==> src/rtl/modelado_feeder_pkg.sv <==
// Shared types for the Modelado datapath and its operand feeder.
package modelado_pkg;

   localparam int DATA_W = 32;

   typedef logic [DATA_W-1:0] word_t;

   typedef enum logic [2:0] {
      IDLE,
      FETCH,
      WAIT_RD,
      APPLY,
      WRITE,
      DONE
   } feeder_state_t;

endpackage

==> src/rtl/modelado_feeder_if.sv <==
// Bus bundle between the feeder, its sample/result memories and Modelado.
interface modelado_feeder_if
   import modelado_pkg::*;
#(
   parameter int ADDR_W = 10
);

   logic              start;
   logic [ADDR_W:0]   count;
   word_t             y_cfg;
   logic              rd_en;
   logic [ADDR_W-1:0] rd_addr;
   word_t             rd_data;
   word_t             x;
   word_t             y;
   word_t             result;
   logic              wr_en;
   logic [ADDR_W-1:0] wr_addr;
   word_t             wr_data;
   logic              wr_ready;
   logic              busy;
   logic              done;

   modport master (
      input  start, count, y_cfg, rd_data, result, wr_ready,
      output rd_en, rd_addr, x, y, wr_en, wr_addr, wr_data, busy, done
   );

   modport slave (
      output start, count, y_cfg, rd_data, result, wr_ready,
      input  rd_en, rd_addr, x, y, wr_en, wr_addr, wr_data, busy, done
   );

endinterface

==> src/rtl/modelado_feeder_settle_counter.sv <==
// Fixed-latency down counter: load to MAX, count down, flag the final cycle.
module settle_counter #(
   parameter int MAX = 1
) (
   input  logic clk,
   input  logic rst_n,
   input  logic load,
   input  logic dec,
   output logic last
);

   localparam int W = (MAX < 1) ? 1 : $clog2(MAX + 1);

   logic [W-1:0] value;

   always_ff @(posedge clk or negedge rst_n) begin
      if (!rst_n) begin
         value <= '0;
      end else if (load) begin
         value <= W'(MAX);
      end else if (dec && (value != '0)) begin
         value <= value - W'(1);
      end
   end

   assign last = (value == W'(1));

endmodule

==> src/rtl/modelado_feeder.sv <==
// Operand sequencer for Modelado: fetches x words, holds x/y for LAT cycles,
// then writes the captured result back with ready backpressure.
module modelado_feeder
   import modelado_pkg::*;
#(
   parameter int ADDR_W = 10,
   parameter int LAT    = 1
) (
   input  logic              clk,
   input  logic              rst_n,
   modelado_feeder_if.master bus
);

   feeder_state_t     state;
   feeder_state_t     state_nxt;
   logic [ADDR_W-1:0] idx;
   logic [ADDR_W:0]   count_q;
   word_t             x_q;
   word_t             y_q;
   word_t             wr_data_q;
   logic [ADDR_W-1:0] wr_addr_q;
   logic              settle_last;
   logic              is_last_word;
   logic              rd_en_c;
   logic              wr_en_c;
   logic              busy_c;
   logic              done_c;

   settle_counter #(
      .MAX (LAT)
   ) u_settle (
      .clk   (clk),
      .rst_n (rst_n),
      .load  (state == WAIT_RD),
      .dec   (state == APPLY),
      .last  (settle_last)
   );

   // count is one bit wider than idx so a full 2^ADDR_W batch compares cleanly
   assign is_last_word = (({1'b0, idx} + (ADDR_W+1)'(1)) == count_q);

   always_ff @(posedge clk or negedge rst_n) begin
      if (!rst_n) begin
         state <= IDLE;
      end else begin
         state <= state_nxt;
      end
   end

   always_comb begin
      state_nxt = state;
      rd_en_c   = 1'b0;
      wr_en_c   = 1'b0;
      busy_c    = 1'b1;
      done_c    = 1'b0;
      case (state)
         IDLE: begin
            busy_c = 1'b0;
            if (bus.start) begin
               state_nxt = (bus.count == '0) ? DONE : FETCH;
            end
         end
         FETCH: begin
            rd_en_c   = 1'b1;
            state_nxt = WAIT_RD;
         end
         WAIT_RD: begin
            state_nxt = APPLY;
         end
         APPLY: begin
            if (settle_last) begin
               state_nxt = WRITE;
            end
         end
         WRITE: begin
            wr_en_c = 1'b1;
            if (bus.wr_ready) begin
               state_nxt = is_last_word ? DONE : FETCH;
            end
         end
         DONE: begin
            done_c    = 1'b1;
            state_nxt = IDLE;
         end
         default: begin
            state_nxt = IDLE;
         end
      endcase
   end

   // Operand and write-channel registers; x/y keep their value between batches
   always_ff @(posedge clk or negedge rst_n) begin
      if (!rst_n) begin
         idx       <= '0;
         count_q   <= '0;
         x_q       <= '0;
         y_q       <= '0;
         wr_data_q <= '0;
         wr_addr_q <= '0;
      end else begin
         if ((state == IDLE) && bus.start) begin
            idx     <= '0;
            count_q <= bus.count;
            y_q     <= bus.y_cfg;
         end
         if (state == WAIT_RD) begin
            x_q <= bus.rd_data;
         end
         if ((state == APPLY) && settle_last) begin
            wr_data_q <= bus.result;
            wr_addr_q <= idx;
         end
         if ((state == WRITE) && bus.wr_ready && !is_last_word) begin
            idx <= idx + (ADDR_W)'(1);
         end
      end
   end

   assign bus.rd_en   = rd_en_c;
   assign bus.rd_addr = idx;
   assign bus.x       = x_q;
   assign bus.y       = y_q;
   assign bus.wr_en   = wr_en_c;
   assign bus.wr_addr = wr_addr_q;
   assign bus.wr_data = wr_data_q;
   assign bus.busy    = busy_c;
   assign bus.done    = done_c;

endmodule

==> src/flat_wrapper.sv <==
// flat-port wrapper written by rule: the top's interface ports become plain ports
module modelado_feeder_flat import modelado_pkg::*;
#(
   parameter int ADDR_W = 10,
   parameter int LAT    = 1
)
  (clk, rst_n, bus_start, bus_count, bus_y_cfg, bus_rd_data, bus_result, bus_wr_ready, bus_rd_en, bus_rd_addr, bus_x, bus_y, bus_wr_en, bus_wr_addr, bus_wr_data, bus_busy, bus_done);
  modelado_feeder_if #(.ADDR_W(ADDR_W)) bus_i ();
  input  logic clk;
  input  logic rst_n;
  input wire logic [$bits(bus_i.start)-1:0] bus_start;
  input wire logic [$bits(bus_i.count)-1:0] bus_count;
  input wire logic [$bits(bus_i.y_cfg)-1:0] bus_y_cfg;
  input wire logic [$bits(bus_i.rd_data)-1:0] bus_rd_data;
  input wire logic [$bits(bus_i.result)-1:0] bus_result;
  input wire logic [$bits(bus_i.wr_ready)-1:0] bus_wr_ready;
  output wire logic [$bits(bus_i.rd_en)-1:0] bus_rd_en;
  output wire logic [$bits(bus_i.rd_addr)-1:0] bus_rd_addr;
  output wire logic [$bits(bus_i.x)-1:0] bus_x;
  output wire logic [$bits(bus_i.y)-1:0] bus_y;
  output wire logic [$bits(bus_i.wr_en)-1:0] bus_wr_en;
  output wire logic [$bits(bus_i.wr_addr)-1:0] bus_wr_addr;
  output wire logic [$bits(bus_i.wr_data)-1:0] bus_wr_data;
  output wire logic [$bits(bus_i.busy)-1:0] bus_busy;
  output wire logic [$bits(bus_i.done)-1:0] bus_done;
  assign bus_i.start = bus_start;
  assign bus_i.count = bus_count;
  assign bus_i.y_cfg = bus_y_cfg;
  assign bus_i.rd_data = bus_rd_data;
  assign bus_i.result = bus_result;
  assign bus_i.wr_ready = bus_wr_ready;
  assign bus_rd_en = bus_i.rd_en;
  assign bus_rd_addr = bus_i.rd_addr;
  assign bus_x = bus_i.x;
  assign bus_y = bus_i.y;
  assign bus_wr_en = bus_i.wr_en;
  assign bus_wr_addr = bus_i.wr_addr;
  assign bus_wr_data = bus_i.wr_data;
  assign bus_busy = bus_i.busy;
  assign bus_done = bus_i.done;
  modelado_feeder #(.ADDR_W(ADDR_W), .LAT(LAT)) u_core (.clk(clk), .rst_n(rst_n), .bus(bus_i));
endmodule
==> config.mk <==
export PLATFORM = sky130hd
export DESIGN_NAME = modelado_feeder_flat
export DESIGN_NICKNAME = d
export VERILOG_FILES = /design/src/rtl/modelado_feeder_pkg.sv /design/src/rtl/modelado_feeder_if.sv /design/src/rtl/modelado_feeder_settle_counter.sv /design/src/rtl/modelado_feeder.sv /design/src/flat_wrapper.sv
export SDC_FILE = /design/constraint.sdc
export NUM_CORES = 1
export LEC_CHECK = 0
export CAP_MARGIN = 5
export CELL_PAD_IN_SITES_DETAIL_PLACEMENT = 2
export CELL_PAD_IN_SITES_GLOBAL_PLACEMENT = 2
export CORE_MARGIN = 2
export CORE_UTILIZATION = 24
export CTS_CLUSTER_DIAMETER = 150
export CTS_CLUSTER_SIZE = 10
export DETAILED_ROUTE_END_ITERATION = 16
export GPL_ROUTABILITY_DRIVEN = 1
export PLACE_DENSITY = 0.84
export SYNTH_ARGS = -nofsm -noshare
export SYNTH_HDL_FRONTEND = slang
export SYNTH_SLANG_ARGS = --single-unit
==> constraint.sdc <==
create_clock -name clk -period 2.45 [get_ports clk]
set_clock_uncertainty 0.15 [all_clocks]
set_input_delay 0.49 -clock clk [delete_from_list [all_inputs] [get_ports clk]]
set_output_delay 0.49 -clock clk [all_outputs]
set_load 0.005 [all_outputs]
==> results by group <==
Logic synthesis
  • Syn_nets: 504
  • Largest area contributor in the netlist: dfrtp_1
  • Netlist cell types: 44
  • Synth warn: 0
  • Synthesized area: 5489 µm²
  • Post-synth EDFFs: 0
  • Top_reg_cell synth: dfrtp_1
  • Post-synth ARST share: 100.0%
  • Cells after Synth: 392
  • Post-synthesis sequential area ratio: 59.72%
  • Share of the synthesized area in the top cell type: about 60%
  • FF+latch count, synth: 131
  • Syn avg cell area: 14.00 µm²
  • Largest cells by area after synthesis: dfrtp_1 60%, mux2_2 24%, a21o_1 1.2%

STA
  • PnR worst setup slack: -0.3300 ns
  • Final Slew Violations: 0
  • Final hold viol count: 0
  • Final worst path period share: 113.5%
  • RSZ-0062 raised after global routing: yes
  • Slew headroom: 67.16%
  • Final setup fails: 11
  • Least-Margin Pin Slew: 0.4875 ns
  • Achievable Freq: ~360 MHz
  • Final min period: between 2 and 3 ns

Routing
  • DR iter-0 viols: 116
  • Drt total wl: slightly below 20000 µm
  • Vias per inst: 4.484
  • DR WL met3: approximately 1200 µm
  • Metal1 wirelength: 7101 µm
  • WL met2: 10710 µm
  • DR WL/cell: about 20 µm
  • Highest metal used: met4
  • DRT antenna net count: 0
  • # DRC: 0
  • 1st-pass router iterations: 4
  • DR vias: 4358

Finish
  • Ant diodes: 0
  • Finished Cell Area: roughly 9200 µm²
  • Area grow syn2layout: 67.97%
  • Core Util, Final: between 40% and 50%
  • Share of cells above drive strength 1: 33.19%
  • Nets@finish: 787

Clocking
  • CTS Buf Count: 17
  • Worst-path clk slew: 0.06 ns
  • Max Root-Sink Buffers: 2
  • Clk Latency, worst-skew pair: 0.41 ns
  • Clock sinks: 131
  • TritonCTS clock tree: yes
  • H-tree depth: 4
  • Clk root buf: clkbuf_16

Placement
  • GP Congestion: 0.7970
  • HPWL after DPL: 14780 µm
  • PortBufs: 230
  • Placed Area: 8454 µm²

Floorplanning
  • Die height: 155.2 µm
  • Die Width: ~160 µm
  • I/O pin count: 231
  • Cell Rows: 55
  • Die area: 24100 µm²
  • Core area: between 20000 and 25000 µm²
  • Starting Density: 24.32%

Setup path
  • Worst EP required: ~2.6 ns
  • Crit Path Max Fanout: 8
  • Worst setup SP type: flop
  • Setup Crit Path Kind: reg2reg
  • Arrival time worst endpoint: 2.92 ns
  • Crit. End Element: flop

Pwr
  • Leak: 3.887 nW
  • P per Cell Area: 1184 nW/µm²
  • Peak supply drop: 512.2 µV
  • Power Total: 10.92 mW

Global route
  • Global-route wire length before repair: 30300 µm
  • GR Util All Layers: 16.60%
  • Initial antenna violation count: 0
  • Grt ovf: 0
  • Vias in the first global route: between 5000 and 6000
  • Largest net degree at the start of global routing: 63

Status
  • Failing checks: negative setup slack
  • Status: complete, but fails checks

Job
  • Max Cap Violations: 0

Worst hold path
  • Hold Crit Class: reg2reg
## timing repair
item,in CTS,in global routing
gates resized for setup,11,13
gates cloned,0,1
buffers inserted,4,6
hold buffers,1,0
pin swaps,7,3
setup endpoints to repair,13,14
endpoints found under the hold margin,46,0
## final timing paths
check                                             startpoint                                 to  slack (ns)  depth (start not counted)
max                        u_core.bus.rd_addr[0]$_DFFE_PN0P_  u_core.bus.rd_addr[0]$_DFFE_PN0P_       -0.33                          9
min                        u_core.bus.wr_addr[4]$_DFFE_PN0P_  u_core.bus.wr_addr[4]$_DFFE_PN0P_        0.33                          2
max reg2reg                u_core.bus.rd_addr[0]$_DFFE_PN0P_  u_core.bus.rd_addr[0]$_DFFE_PN0P_       -0.33                          9
min reg2reg                u_core.bus.wr_addr[4]$_DFFE_PN0P_  u_core.bus.wr_addr[4]$_DFFE_PN0P_        0.33                          2
max in group asynchronous                              rst_n        u_core.state[1]$_DFFE_PN0P_        0.95                          3
min in group asynchronous                              rst_n       u_core.bus.y[24]$_DFFE_PN0P_        0.45                          2
## worst max-delay path: stages, from the launching register on
cell and delay, ns:
dfrtp_2 0.41, nand4_1 0.16, or4_4 0.58, a221oi_4 0.31, o2111ai_2 0.21, o31ai_4 0.31, buf_6 0.18, buf_12 0.12
nor2_2 0.03, a21o_1 0.18
## cell usage after synthesis, types with 6 or more instances
| library cell | n |
|---|---|
| a21o_1 | 9 |
| a21oi_1 | 8 |
| clkbuf_1 | 12 |
| dfrtp_1 | 131 |
| inv_1 | 7 |
| mux2_2 | 115 |
| nand2_1 | 11 |
| nor2_1 | 8 |
| nor3_1 | 7 |
| o21ai_0 | 11 |
| xnor2_1 | 6 |
## kinds of logic after synthesis
group                    after synthesis  share of synthesized area (%)
AO/OA/AOI/OAI                         38                          4.969
adder cells (fa/ha/maj)                1                         0.2279
XOR/XNOR                              11                          1.755
buffers and inverters                 28                          2.439
multiplexers                         118                          24.14
AND/OR/NAND/NOR                       65                          6.748
flip-flops                           131                          59.72
## registers in the layout, indices dropped and copies added (netlist names)
| name | cells |
|---|---|
| u_core.state | 3 |
| u_core.bus.wr_data | 32 |
| u_core.u_settle.last | 1 |
| u_core.bus.wr_addr | 10 |
| u_core.count_q | 11 |
| u_core.bus.x | 32 |
| u_core.bus.y | 32 |
| u_core.bus.rd_addr | 10 |
## area by class of cell
| type | count | area (µm²) |
|---|---|---|
| Tap cell | 285 | 356.6 |
| Multi-Input combinational cell | 233 | 2180 |
| Inverter | 7 | 26.28 |
| Timing Repair Buffer | 285 | 2769 |
| Fill cell | 2250 | 13350 |
| Clock buffer | 17 | 425.4 |
| Clock inverter | 14 | 178.9 |
| Sequential cell | 131 | 3284 |
## report_power, final
group	internal (mW)	leakage [nW]	switching [mW]
Combinational	2.93	2.01	1.56
Sequential	3.15	1.58	0.634
Clock	1.61	0.292	1.03
## layer usage
metal | global-route usage [%] | vias up
li1 | - | 1959
met1 | 17.29 | 2222
met2 | 31.32 | 153
met3 | 5.738 | 24
met4 | 5.024 | 0
met5 | 0 | -
## metrics by stage
stage | setup slack (ns) | setup TNS (ns) | hold WS [ns] | instances
after floorplan | -0.08819 | -0.3591 | 0.04441 | 392
after global placement | -0.1457 | -1.108 | 0.2971 | 930
after detailed placement | -0.3755 | -3.664 | 0.3109 | 930
after CTS | -0.3078 | -2.631 | 0.3390 | 966
after global routing | -0.4436 | -4.073 | 0.3666 | 972
final | -0.3300 | -2.821 | 0.3308 | 972
## cell usage in the layout, fill, tap and decap left out, types with 4 or more instances in the layout
cell type | Yosys | routed
clkdlybuf4s50_1 | 0 | 227
dfrtp_1 | 131 | 126
mux2_2 | 115 | 115
buf_4 | 5 | 48
clkbuf_16 | 0 | 17
o21ai_0 | 11 | 11
nand2_1 | 11 | 11
a21o_1 | 9 | 9
inv_1 | 7 | 7
a21oi_1 | 8 | 6
xnor2_1 | 6 | 6
nor3_1 | 7 | 6
nor2_1 | 8 | 5
xor2_1 | 5 | 5
dfrtp_2 | 0 | 5
nand3_1 | 4 | 4
buf_6 | 1 | 4
(Power assumes the default switching activity.)
